`config.mk`:
```
export PLATFORM = sky130hd
export DESIGN_NAME = receive
export DESIGN_NICKNAME = d
export VERILOG_FILES = /design/src/rtl/receive.sv
export SDC_FILE = /design/constraint.sdc
export NUM_CORES = 1
export LEC_CHECK = 0
export BUFFER_PORTS_ARGS = -buffer_cell sky130_fd_sc_hd__clkbuf_2
export CORE_ASPECT_RATIO = 0.5
export CORE_MARGIN = 2
export CORE_UTILIZATION = 45
export DETAILED_ROUTE_END_ITERATION = 16
export GPL_TIMING_DRIVEN = 0
export PLACE_DENSITY = 0.65
export SLEW_MARGIN = 20
export SYNTH_ARGS = -nofsm -noshare
export SYNTH_HDL_FRONTEND = slang
export SYNTH_SLANG_ARGS = --single-unit
```
`constraint.sdc`:
```
create_clock -name i_clk -period 3.49 [get_ports i_clk]
set_input_delay 0.1745 -clock i_clk [delete_from_list [all_inputs] [get_ports i_clk]]
set_output_delay 0.1745 -clock i_clk [all_outputs]
set_load 0.03 [all_outputs]
```
`src/rtl/receive.sv`:
```
// receive: UART-style serial frame receiver.
//
// Frame on the line: start bit (0), L data bits LSB first, optional even
// parity bit, one stop bit (1). The line is idle high and asynchronous to
// i_clk; it is resynchronised by two flops before any logic looks at it.
//
// Build option:
//   RECEIVE_PARITY_EN  defined   -> an even-parity bit follows the data bits;
//                                   a parity mismatch turns the frame's
//                                   completion into an o_err pulse.
//                      undefined -> no parity bit (default build).
//
// Parameters:
//   D  clock cycles per bit period (D >= 4)
//   L  data bits per frame (1..8)
//
// Ports:
//   i_clk    sole clock, all state on the rising edge
//   i_rst    asynchronous active-high reset
//   i_rxd    serial line input, idle high
//   o_data   last correctly received word, held until the next good frame
//   o_valid  one-cycle pulse when o_data updates
//   o_err    one-cycle pulse on a framing or parity error
//   o_busy   high while a frame is in progress (FSM not in IDLE)
//
// State table:
//   state  | meaning
//   IDLE   | waiting for a falling edge on the synchronised line
//   START  | half-bit wait, then confirm the start bit is still low
//   DATA   | sampling L data bits at mid-bit, one every D cycles
//   PARITY | sampling the even-parity bit (RECEIVE_PARITY_EN only)
//   STOP   | sampling the stop bit and publishing the word or an error

module receive #(
    parameter int D = 234,
    parameter int L = 8
) (
    input  logic         i_clk,
    input  logic         i_rst,
    input  logic         i_rxd,
    output logic [L-1:0] o_data,
    output logic         o_valid,
    output logic         o_err,
    output logic         o_busy
);

    localparam int CW = $clog2(D);
    localparam int IW = (L > 1) ? $clog2(L) : 1;

    // The bit timer is a down-counter; a sample is taken on the cycle it
    // reads zero, so loading N-1 yields a sample N cycles later.
    localparam logic [CW-1:0] HALF_LD  = CW'(D / 2 - 1);
    localparam logic [CW-1:0] FULL_LD  = CW'(D - 1);
    localparam logic [IW-1:0] LAST_IDX = IW'(L - 1);

`ifdef RECEIVE_PARITY_EN
    typedef enum logic [2:0] {
        IDLE   = 3'd0,
        START  = 3'd1,
        DATA   = 3'd2,
        PARITY = 3'd3,
        STOP   = 3'd4
    } state_t;
`else
    typedef enum logic [2:0] {
        IDLE   = 3'd0,
        START  = 3'd1,
        DATA   = 3'd2,
        STOP   = 3'd4
    } state_t;
`endif

    // ------------------------------------------------------------------
    // Line synchroniser and start-edge detection
    // ------------------------------------------------------------------
    logic       rx_meta;
    logic       rxs;
    logic       rxs_prev;
    logic [2:0] settle;
    logic       start_edge;

    // The synchroniser flops come out of reset reading 1, so for the first
    // few cycles after release rxs/rxs_prev do not reflect the real line.
    // settle masks edge detection until both carry genuine samples; this
    // keeps a line that was already low at release from posing as a start.
    always_ff @(posedge i_clk or posedge i_rst) begin
        if (i_rst) begin
            rx_meta  <= 1'b1;
            rxs      <= 1'b1;
            rxs_prev <= 1'b1;
            settle   <= 3'b000;
        end else begin
            rx_meta  <= i_rxd;
            rxs      <= rx_meta;
            rxs_prev <= rxs;
            settle   <= {settle[1:0], 1'b1};
        end
    end

    assign start_edge = settle[2] & rxs_prev & ~rxs;

    // ------------------------------------------------------------------
    // Frame FSM
    // ------------------------------------------------------------------
    state_t          state_q, state_d;
    logic [CW-1:0]   cnt_q, cnt_d;
    logic [IW-1:0]   idx_q, idx_d;
    logic [L-1:0]    shreg_q, shreg_d;
    logic [L-1:0]    data_q, data_d;
    logic            valid_q, valid_d;
    logic            err_q, err_d;
    logic            tc;
    logic            frame_ok;
`ifdef RECEIVE_PARITY_EN
    logic            par_err_q, par_err_d;
`endif

    assign tc = (cnt_q == '0);

`ifdef RECEIVE_PARITY_EN
    assign frame_ok = rxs & ~par_err_q;
`else
    assign frame_ok = rxs;
`endif

    always_ff @(posedge i_clk or posedge i_rst) begin
        if (i_rst) begin
            state_q   <= IDLE;
            cnt_q     <= '0;
            idx_q     <= '0;
            shreg_q   <= '0;
            data_q    <= '0;
            valid_q   <= 1'b0;
            err_q     <= 1'b0;
`ifdef RECEIVE_PARITY_EN
            par_err_q <= 1'b0;
`endif
        end else begin
            state_q   <= state_d;
            cnt_q     <= cnt_d;
            idx_q     <= idx_d;
            shreg_q   <= shreg_d;
            data_q    <= data_d;
            valid_q   <= valid_d;
            err_q     <= err_d;
`ifdef RECEIVE_PARITY_EN
            par_err_q <= par_err_d;
`endif
        end
    end

    always_comb begin
        state_d   = state_q;
        cnt_d     = cnt_q;
        idx_d     = idx_q;
        shreg_d   = shreg_q;
        data_d    = data_q;
        valid_d   = 1'b0;
        err_d     = 1'b0;
`ifdef RECEIVE_PARITY_EN
        par_err_d = par_err_q;
`endif

        case (state_q)
            IDLE: begin
                if (start_edge) begin
                    state_d = START;
                    cnt_d   = HALF_LD;
                end
            end

            START: begin
                if (tc) begin
                    // Still low at mid start bit: a real frame. Otherwise it
                    // was a glitch and is dropped silently.
                    if (!rxs) begin
                        state_d   = DATA;
                        cnt_d     = FULL_LD;
                        idx_d     = '0;
`ifdef RECEIVE_PARITY_EN
                        par_err_d = 1'b0;
`endif
                    end else begin
                        state_d = IDLE;
                    end
                end else begin
                    cnt_d = cnt_q - CW'(1);
                end
            end

            DATA: begin
                if (tc) begin
                    // LSB arrives first, so shift right and insert at the top;
                    // after L samples the first bit sits in bit 0.
                    shreg_d        = shreg_q >> 1;
                    shreg_d[L-1]   = rxs;
                    cnt_d          = FULL_LD;
                    if (idx_q == LAST_IDX) begin
`ifdef RECEIVE_PARITY_EN
                        state_d = PARITY;
`else
                        state_d = STOP;
`endif
                    end else begin
                        idx_d = idx_q + IW'(1);
                    end
                end else begin
                    cnt_d = cnt_q - CW'(1);
                end
            end

`ifdef RECEIVE_PARITY_EN
            PARITY: begin
                if (tc) begin
                    // Even parity: the parity bit equals the XOR of the data.
                    par_err_d = rxs ^ (^shreg_q);
                    state_d   = STOP;
                    cnt_d     = FULL_LD;
                end else begin
                    cnt_d = cnt_q - CW'(1);
                end
            end
`endif

            STOP: begin
                if (tc) begin
                    if (frame_ok) begin
                        data_d  = shreg_q;
                        valid_d = 1'b1;
                    end else begin
                        err_d   = 1'b1;
                    end
                    // Straight back to IDLE so the next start edge can be
                    // taken on the following cycle (back-to-back frames).
                    state_d = IDLE;
                end else begin
                    cnt_d = cnt_q - CW'(1);
                end
            end

            default: begin
                state_d = IDLE;
            end
        endcase
    end

    assign o_data  = data_q;
    assign o_valid = valid_q;
    assign o_err   = err_q;
    assign o_busy  = (state_q != IDLE);

endmodule

```
After elaboration in Yosys (flattened, before gate mapping) --
Index checks and enable logic that the tools add are counted.
Storage, ports and cells: latch bits 0, RAM bits 0, register bits after elaboration 38, memory bits (read-only) 0, input port bits 3, logic and storage cells 63, output and inout port bits 11, memories 0
Cells by class: equal/unequal tests 13, reduce and logical (&&, ||, !) cells 10, $add $sub $neg 2, multiplexer cells 24, magnitude comparators 0, shifts and indexed selects 0, multipliers 0, divide/modulo/power cells 0, bitwise operators 3
Operator list (number):
- $mux 8 | 5
- $pmux 8 s4 | 1
- $mux 3 | 9
- $ne 2x2->1 const B | 8
- $pmux 3 s4 | 1
- $reduce_and 5->1 | 2
- $logic_not 8->1 | 1
- $sub 8x1->8 const B | 1
- $eq 3x3->1 const B | 2
- $mux 1 | 6
- $pmux 3 s2 | 1
- $reduce_and 4->1 | 1
- $reduce_bool 4->1 | 1
- $add 3x1->3 const B | 1
- $eq 3x1->1 const B | 1
- $eq 3x2->1 const B | 1
- $logic_not 3->1 | 1
- $ne 3x3->1 const B | 1
- $reduce_and 3->1 | 1
- $reduce_bool 3->1 | 1
- $and 1x1->1 | 2
- $mux 2 | 1
- $reduce_and 2->1 | 1
- $reduce_bool 2->1 | 1
- $not 1->1 | 1

Logic depth before layout (Yosys ltp) --
word-level depth 4, mapped depth 7, mapped depth without buffers 6

Worst setup path before layout --
OpenSTA, ideal clock, no wires.
path kind reg2reg, start point reg cnt_q[0], end point reg shreg_q[0], clock period less this slack 2218 ps, data arrival time 2093 ps, buffers on the path 1, data required time 3365 ps, path slack 1272 ps, library setup time 125 ps, cell stages (with the launch flop) 7, cell sequence dfrtp_1 inv_1 ha_1 or4b_4 or4_1 buf_4 mux2_4
On the way: word-level cells in the longest chain between the ends 2
Ends and longest elaborated chain:
- start, declared | RTL line 106 | logic [CW-1:0] cnt_q, cnt_d;
- start signal, assigned | RTL line 140 | cnt_q <= cnt_d;
- $logic_not 8->1 | RTL line 118 | assign tc = (cnt_q == '0);
- $reduce_and 2->1 (no line)
- end signal, assigned | RTL line 142 | shreg_q <= shreg_d;
- end, declared | RTL line 108 | logic [L-1:0] shreg_q, shreg_d;
No other way between the ends. A chain may end at the register's enable or synchronous reset.

Final worst setup path --
start point reg cnt_q[0], end point reg data_q[1] (netlist: o_data[1])
On the way: word-level cells in the longest chain between the ends 2
Ends and longest elaborated chain:
- $logic_not 8->1 | RTL line 118
- $reduce_and 3->1 (no line)
- end signal, assigned | RTL line 143 | data_q <= data_d;
- end, declared | RTL line 109 | logic [L-1:0] data_q, data_d;
No other way between the ends.

==> impl_metrics.tcl <==
set metrics [dict create \
    status "finished, final reports clean" \
    syn_avg_cell_area_um2 11.8 \
    hold_path.class "in -> async" \
    mostFrequentLayoutCell "dfrtp_1" \
    port_buffers 13 \
    synth_cell_types 46 \
    relSlewSlack 0.438 \
    tightest_slew_ns 0.843 \
    dr.pass1.iters 4 \
    num_vias 1260 \
    ys_seq_elements 38 \
    ir_drop_uv 192 \
    syn_inst 153 \
    place_area_um2 1960 \
    clk_root_buffer_cell "clkbuf_8" \
    dieHeight_um 48.8 \
    rsz0062_at_grt "no" \
    dpl.hpwl_um 2340 \
    grt_max_degree 28 \
    max_freq_mhz 400 \
    cts_tree "yes" \
    crit_arrival_ns 2.67 \
    finalSetupViolCount 0 \
    crit_buf_inv 2 \
    post-route-util 0.545 \
    cp.required_ns 3.67 \
    n_fill_cell 334 \
    fin_skew_ns 0.00527 \
    nets 183 \
    fin_area_um2 2120 \
    worstSetupEndpointType "flip-flop" \
    antenna_cells 0 \
    drt_iter0_markers 63 \
    cts.repair.resized 0 \
    multi_input_area_um2 781 \
    clk_pin_slew_ns 0.08 \
    worstSetupPathType "reg -> reg" \
    r2r-start "cnt_q[0]" \
    grt_first_pass_wirelength_um 5560 \
    clk_latency_ns 0.29 \
    post_drt_wl_per_cell_um 14.3 \
    crit_family "simple AND/OR/NAND/NOR gates" \
    numClockSinks 38 \
    core_area_um2 3880 \
    finalHoldViolations 0 \
    max_cap_violations 0 \
    worstSetupEndpoint "o_data[1]" \
    most-common-layout-cells "dfrtp_1 (35), clkbuf_2 (13), inv_1 (10), mux2_2 (10), mux2_4 (7)" \
    critical_path.max_stage_delay_ns 0.54 \
    wl_um 3310 \
    die_area_um2 4570 \
    yosysWarnings 0 \
    fin_ws_ns 0.992 \
    pre_cts_ws_ns 1.06 \
    post_cts_buffers 0 \
    pin_count 14 \
    period_needed_ns 2.50 \
    power.density_nw_per_um2 618 \
    r2r-end "o_data[1]" \
    syn-num-nets 160 \
    routabilityCongestion 0.844 \
    grt_overflow_total 0 \
    cp.depth 7 \
    cts_buffers 5 \
    vias_per_cell 5.45 \
    tns_ns 0 \
    rr_worst_depth 7 \
    dieWidth_um 93.6 \
    ant_nets 0 \
    cts-hold-fix-buffers 2 \
    crit_path_cell_trace "inv_1 -> ha_1 -> nor4b_2 -> nand2_1 -> or3_1 -> clkbuf_1 -> mux2_2" \
    startpoint_type "flip-flop" \
    first_global_vias 1168 \
    drive_gt1_frac 0.277 \
    num_rows 16 \
    finalCritPeriodShare 0.716 \
    p_leak_nw 0.994 \
    ys_seq_area_frac 0.528 \
    synthesis.area_um2 1810 \
    clk_path_buf_depth 2 \
    slowest_stage "nor4b_2" \
    synth_edf_count 0 \
    htree_levels 2 \
    track_usage 0.157 \
    synth_flop_cell "dfrtp_1" \
    syn_to_final_growth_pct 17.2 \
    route.detailed.drc 0 \
    regArea_um2 955 \
    initial_core_util 0.465 \
    cp_max_fo 9 \
    slew_violations 0 \
    postSynth.asyncResetShare 1.00 \
    rrSetupSlack_ns 0.99 \
    antenna_found_initial 0 \
    crit_start "cnt_q[0]" \
]
==> metal layers <==
metal | up-vias | track usage | part of all wire | wire length [um]
met2 | 25 | 0.224 | 0.43 | 1420
met1 | 621 | 0.227 | 0.52 | 1740
li1 | 607 | - | - | -
met4 | 0 | 0.0676 | 0.016 | 53
met5 | - | 0 | 0 | 0
met3 | 7 | 0.0417 | 0.031 | 103
==> worst min-delay path, delay by kind of cell <==
| kind | cells | cell delay [ns] |
|---|---|---|
| buffers and inverters | 3 | 0.86 |
==> cells by family (layout without fill, tap and decap cells) <==
| logic type | Yosys count | count (layout) | synth area share |
|---|---|---|---|
| multiplexers | 17 | 17 | 0.120 |
| AND/OR/NAND/NOR | 37 | 37 | 0.123 |
| buffers and inverters | 18 | 42 | 0.0395 |
| other | 1 | 1 | 0.00208 |
| XOR/XNOR | 2 | 2 | 0.00970 |
| flip-flops | 38 | 38 | 0.528 |
| AO/OA/AOI/OAI | 36 | 36 | 0.150 |
| adder cells (fa/ha/maj) | 4 | 4 | 0.0277 |
==> Yosys cell counts, types with 4 or more instances <==
master / count / share of area
nor3_1: 6 / 0.017
mux2_4: 7 / 0.058
ha_1: 4 / 0.028
dfrtp_1: 35 / 0.48
nor2_1: 5 / 0.010
a211oi_1: 5 / 0.021
clkbuf_1: 5 / 0.010
a21oi_1: 6 / 0.017
nand2_1: 5 / 0.010
mux2_2: 10 / 0.062
a31oi_1: 5 / 0.017
inv_1: 11 / 0.023
==> where the power goes <==
part	leakage (nW)	switching (mW)	internal (mW)	total, mW
clock network	0.0683	0.164	0.286	0.451
registers	0.489	0.0501	0.487	0.538
logic	0.436	0.186	0.135	0.321
==> layout make-up <==
cell class	instances	area share
multi-input combinational	97	0.369
timing repair buffer	16	0.0496
buffer	7	0.0142
tap	54	0.0319
clock inverter	3	0.0325
clock buffer	5	0.0325
inverter	11	0.0195
sequential	38	0.451
==> flip-flops by register name, indices dropped and copies added, names as in the netlist <==
signal	flops
cnt_q	8
o_data	8
shreg_q	8
idx_q	3
settle	3
state_q	3
frame_ok	1
o_err	1
o_valid	1
rx_meta	1
rxs_prev	1
==> how the worst min path moves through the flow <==
stage | to | slack (ns) | cells after the start
after floorplan | rx_meta | 0.18 | 0
after global placement | rx_meta | 0.27 | 1
after detailed placement | idx_q[2] | 0.12 | 2
after CTS | cnt_q[6] | 0.35 | 3
after global routing | frame_ok | 0.37 | 0
final | cnt_q[0] | 0.35 | 3
==> stage by stage <==
stage / hold slack, ns / cells / power, mW
floorplan: 0.179 / 153 / 0.785
global placement: 0.265 / 220 / 0.853
detailed placement: 0.117 / 221 / 0.861
CTS: 0.353 / 231 / 1.32
global route: 0.368 / 231 / 1.38
finish: 0.351 / 231 / 1.31
Note: power is estimated with default switching activity, not from simulation.
